### config.mk
export PLATFORM = sky130hd
export DESIGN_NAME = cpu_clock_ctrl
export DESIGN_NICKNAME = d
export VERILOG_FILES = /design/src/rtl/cpu_clock_ctrl.sv
export SDC_FILE = /design/constraint.sdc
export NUM_CORES = 1
export LEC_CHECK = 0
export ABC_AREA = 1
export CAP_MARGIN = 40
export CORE_ASPECT_RATIO = 0.8
export CORE_MARGIN = 2
export CORE_UTILIZATION = 62
export CTS_BUF_LIST = sky130_fd_sc_hd__clkbuf_4 sky130_fd_sc_hd__clkbuf_8 sky130_fd_sc_hd__clkbuf_16
export CTS_CLUSTER_DIAMETER = 30
export DETAILED_ROUTE_END_ITERATION = 8
export HOLD_SLACK_MARGIN = 0.06
export PLACE_DENSITY_LB_ADDON = 0.05
export SLEW_MARGIN = 20
export SYNTH_ARGS = -nofsm -noshare
export SYNTH_HDL_FRONTEND = slang
export SYNTH_SLANG_ARGS = --single-unit
### constraint.sdc
create_clock -name clk -period 3.4 [get_ports clk]
set_clock_uncertainty 0.05 [all_clocks]
set_input_delay 0.68 -clock clk [delete_from_list [all_inputs] [get_ports clk]]
set_output_delay 0.68 -clock clk [all_outputs]
set_load 0.03 [all_outputs]
### src/rtl/cpu_clock_ctrl.sv
// cpu_clock_ctrl: rate-divided CPU clock-enable with free-run, single-step and burst modes.
// Define CLKCTRL_CYCLE_COUNT_EN to build the cpu_ce pulse counter on cycle_cnt.
module cpu_clock_ctrl #(
  parameter int DIV_N     = 24,
  parameter int DIV_M     = 5,
  parameter int DB_N      = 20,
  parameter int DB_CYCLES = 1000000
) (
  input  logic        clk,
  input  logic        rst_n,
  input  logic        run_sw,
  input  logic        step_btn,
  input  logic        burst_btn,
  input  logic [7:0]  burst_len,
  output logic        cpu_ce,
  output logic        slow_clk,
  output logic        busy,
  output logic [1:0]  state,
  output logic [15:0] cycle_cnt
);
  typedef enum logic [1:0] {IDLE, RUN, STEP, BURST} st_t;
  st_t st;
  logic [2:0] s1, s2, db;
  logic [1:0] db_q, press;
  logic [DB_N-1:0] cnt [3];
  logic [DIV_N-1:0] r;
  logic [7:0] rem;
  logic tick;
  // bit 0 = run switch, bit 1 = step button, bit 2 = burst button
  always_ff @(posedge clk)
    if (!rst_n) begin
      s1 <= '0;
      s2 <= '0;
    end else begin
      s1 <= {burst_btn, step_btn, run_sw};
      s2 <= s1;
    end
  // level flips once DB_CYCLES consecutive samples disagree with it
  always_ff @(posedge clk)
    for (int i = 0; i < 3; i++)
      if (!rst_n) begin
        cnt[i] <= '0;
        db[i]  <= 1'b0;
      end else if (s2[i] == db[i]) cnt[i] <= '0;
      else if (cnt[i] == DB_N'(DB_CYCLES - 1)) begin
        db[i]  <= s2[i];
        cnt[i] <= '0;
      end else cnt[i] <= cnt[i] + 1'b1;
  always_ff @(posedge clk) db_q <= rst_n ? db[2:1] : 2'b00;
  assign press = db[2:1] & ~db_q;
  assign tick  = r == DIV_N'(DIV_M - 1);
  always_ff @(posedge clk)
    if (!rst_n) begin
      r        <= '0;
      slow_clk <= 1'b0;
    end else begin
      r        <= tick ? '0 : r + 1'b1;
      slow_clk <= slow_clk ^ tick;
    end
  always_ff @(posedge clk)
    if (!rst_n) begin
      st     <= IDLE;
      rem    <= '0;
      cpu_ce <= 1'b0;
    end else begin
      cpu_ce <= 1'b0;
      case (st)
        IDLE:
          if (db[0]) st <= RUN;
          else if (press[0]) st <= STEP;
          else if (press[1]) begin
            st  <= BURST;
            rem <= burst_len;
          end
        RUN: begin
          cpu_ce <= tick;
          if (!db[0]) st <= IDLE;
        end
        STEP:
          if (tick) begin
            cpu_ce <= 1'b1;
            st     <= IDLE;
          end
        default:
          if (rem == 8'd0) st <= IDLE;
          else if (tick) begin
            cpu_ce <= 1'b1;
            rem    <= rem - 1'b1;
          end
      endcase
    end
  assign state = st;
  assign busy  = st != IDLE;
`ifdef CLKCTRL_CYCLE_COUNT_EN
  always_ff @(posedge clk)
    if (!rst_n) cycle_cnt <= '0;
    else cycle_cnt <= cycle_cnt + {15'd0, cpu_ce};
`else
  assign cycle_cnt = 16'h0000;
`endif
endmodule

==> impl_metrics.tcl <==
set metrics [dict create \
    outcome "finished clean" \
    slew-limit-headroom_pct 55.6 \
    grt_max_degree 25 \
    numPlacedInstances 1031 \
    yosys_warnings 0 \
    seq_power_share_pct 47.2 \
    h-tree-depth 3 \
    power.internal_w 0.00226 \
    hpwl_mm 9.16 \
    antenna_left 0 \
    drc 0 \
    netlist.area_leader.share_pct 28.8 \
    path_class "reg2out" \
    start_util_pct 64.2 \
    clkPwrFrac_pct 32.9 \
    numClockSinks 107 \
    drt-initial-drc-count 483 \
    final_common_cell "nand2_1" \
    cts_buffers 9 \
    finalHoldViolCount 0 \
    syn_inst 833 \
    cts-resized-gates 0 \
    switching_share_pct 29.2 \
    p_comb_share_pct 19.9 \
    synth_area_leaders "edfxtp_1 (29%), dfxtp_1 (15%), nand2_1 (11%)" \
    clkTransAtPathRegs_ps 70 \
    clock_latency_ps 350 \
    ios 34 \
    setup_viol 0 \
    globalRouteTotalUtil_pct 24.4 \
    yosysTopAreaCell "edfxtp_1" \
    routed_via_density 5.10 \
    worst_slack_ps 615 \
    total_power_w 0.00319 \
    cts_hold_buffers 0 \
    cp_data_arrival_time_ps 2050 \
    synthDistinctLibCells 34 \
    die_width_um 116 \
    cap_violations 0 \
    finalMaxSlewViolations 0 \
    num_rows 32 \
    grt_pass1_vias 4933 \
    clock-root-buffer "clkbuf_16" \
    final_nets 931 \
    io_buffers 17 \
    required_ps 2670 \
    clockBufferDepth 2 \
    post_synth.cell_area_avg_um2 7.50 \
    wl_per_cell_um 11.6 \
    num_antenna_cells 0 \
    crit_path_end_kind "primary output" \
    postCtsSetupBuffers 0 \
    p_per_area_mw_per_mm2 459 \
    overflow 0 \
    dr.pass1.iters 5 \
    syn_area_mm2 0.00625 \
    vias 5346 \
    p_sw_w 0.000933 \
    seq_area_frac_synth_pct 43.9 \
    grt_pass1_wl_mm 21.3 \
    fin_tns_setup_ps 0 \
    cp-start-kind "flip-flop" \
    drive_gt1_share_pct 5.04 \
    syn_to_final_growth_pct 11.3 \
    hold_path_class "reg2reg" \
    fin_cells 1048 \
    core_area_mm2 0.00973 \
    utilization_pct 71.5 \
    period_share_pct 81.9 \
    gp_congestion 0.856 \
    ir_drop_mv 0.372 \
    ys_ff_latch 107 \
    wirelength_mm 12.2 \
    period_minus_slack_ps 2780 \
    cts_tree "built" \
    place_ws_ps 750 \
    max_freq_mhz 359 \
    final_cell_mix "nand2_1 (190), nor2_1 (148), inv_1 (104)" \
    rsz0062_at_grt "no" \
    worst_slew_pin_slew_ps 665 \
    antenna_found_initial 0 \
    cp_max_fo 11 \
    p_leak_nw 2.87 \
    dieArea_mm2 0.0109 \
    dieHeight_um 93.8 \
]
==> worst max-delay path, cell delays in order, from the launching register on <==
cell and delay, ps:
dfxtp_1 400, inv_1 90, ha_1 220, inv_1 270
clkdlybuf4s50_1 740
==> registers in the layout, indices dropped and copies added (netlist names) <==
name,flops
cnt,60
db_q,2
s2,3
db,3
s1,3
r,24
state,2
rem,8
cpu_ce,1
slow_clk,1
==> power groups by stage <==
stage	logic [W]	clock network, W	registers [W]
final	0.000635	0.00105	0.00151
after global routing	0.000736	0.00113	0.00152
after CTS	0.000626	0.00107	0.00151
after detailed placement	0.000622	0	0.00153
after global placement	0.000599	0	0.00153
after floorplan	0.000513	0	0.00153
==> routing by layer <==
layer	vias to the layer above	wire, µm	part of all wire, %	GRT usage [%]
met5	-	0	0	0
met3	17	736	6.0	5.68
met4	0	216	1.8	7.64
met1	2418	5730	47	33.5
li1	2747	-	-	-
met2	164	5510	45	38.5
==> per-stage QoR <==
stage	hold WS (ps)	area [µm²]
finish	374	6960
global route	393	6960
CTS	377	6940
detailed placement	357	6640
floorplan	340	6530
global placement	348	6640
==> worst paths after layout <==
path / from / endpoint / slack (ps) / cells past startpoint
max: state[0] / busy / 620 / 4
min: s1[0] / s2[0] / 370 / 2
max reg2reg: cnt[2][0] / cnt[2][16] / 1230 / 8
min reg2reg: s1[0] / s2[0] / 370 / 2
==> synthesized netlist by cell type, drive strengths merged <==
master and n:
conb 2, nor4 2, a31oi 1, ha 11, nand2 196, nor2 158
clkbuf 5, a21oi 40, o21ai 25, buf 27, xnor2 6, xor2 21
nand3 41, edfxtp 60, dfxtp 47, a41oi 1, o21bai 1, or2 5
nor3 38, nand3b 2, nand4 29, inv 104, nor3b 11
==> cells by family (layout without fill, tap and decap cells) <==
logic type                 Yosys count  count (layout)  synth area share, %
other                                2              76                0.120
DFF                                107             107                 43.9
and+or+nand+nor                    482             482                 34.1
adders and majority gates           11              11                 2.20
AOI/OAI and AO/OA                   68              68                 5.63
xor gates and xnor gates            27              27                 3.78
buffers and inverters              136             141                 10.3
==> area by class of cell <==
cell class                 instances  area [µm²]
timing repair buffer              21         208
sequential                       107        2740
multi-input combinational        664        3140
clock inverter                     1        7.51
clock buffer                      15         300
tap                              136         170
fill                             814        2770
inverter                         104         390
Note: power is estimated with default switching activity, not from simulation.
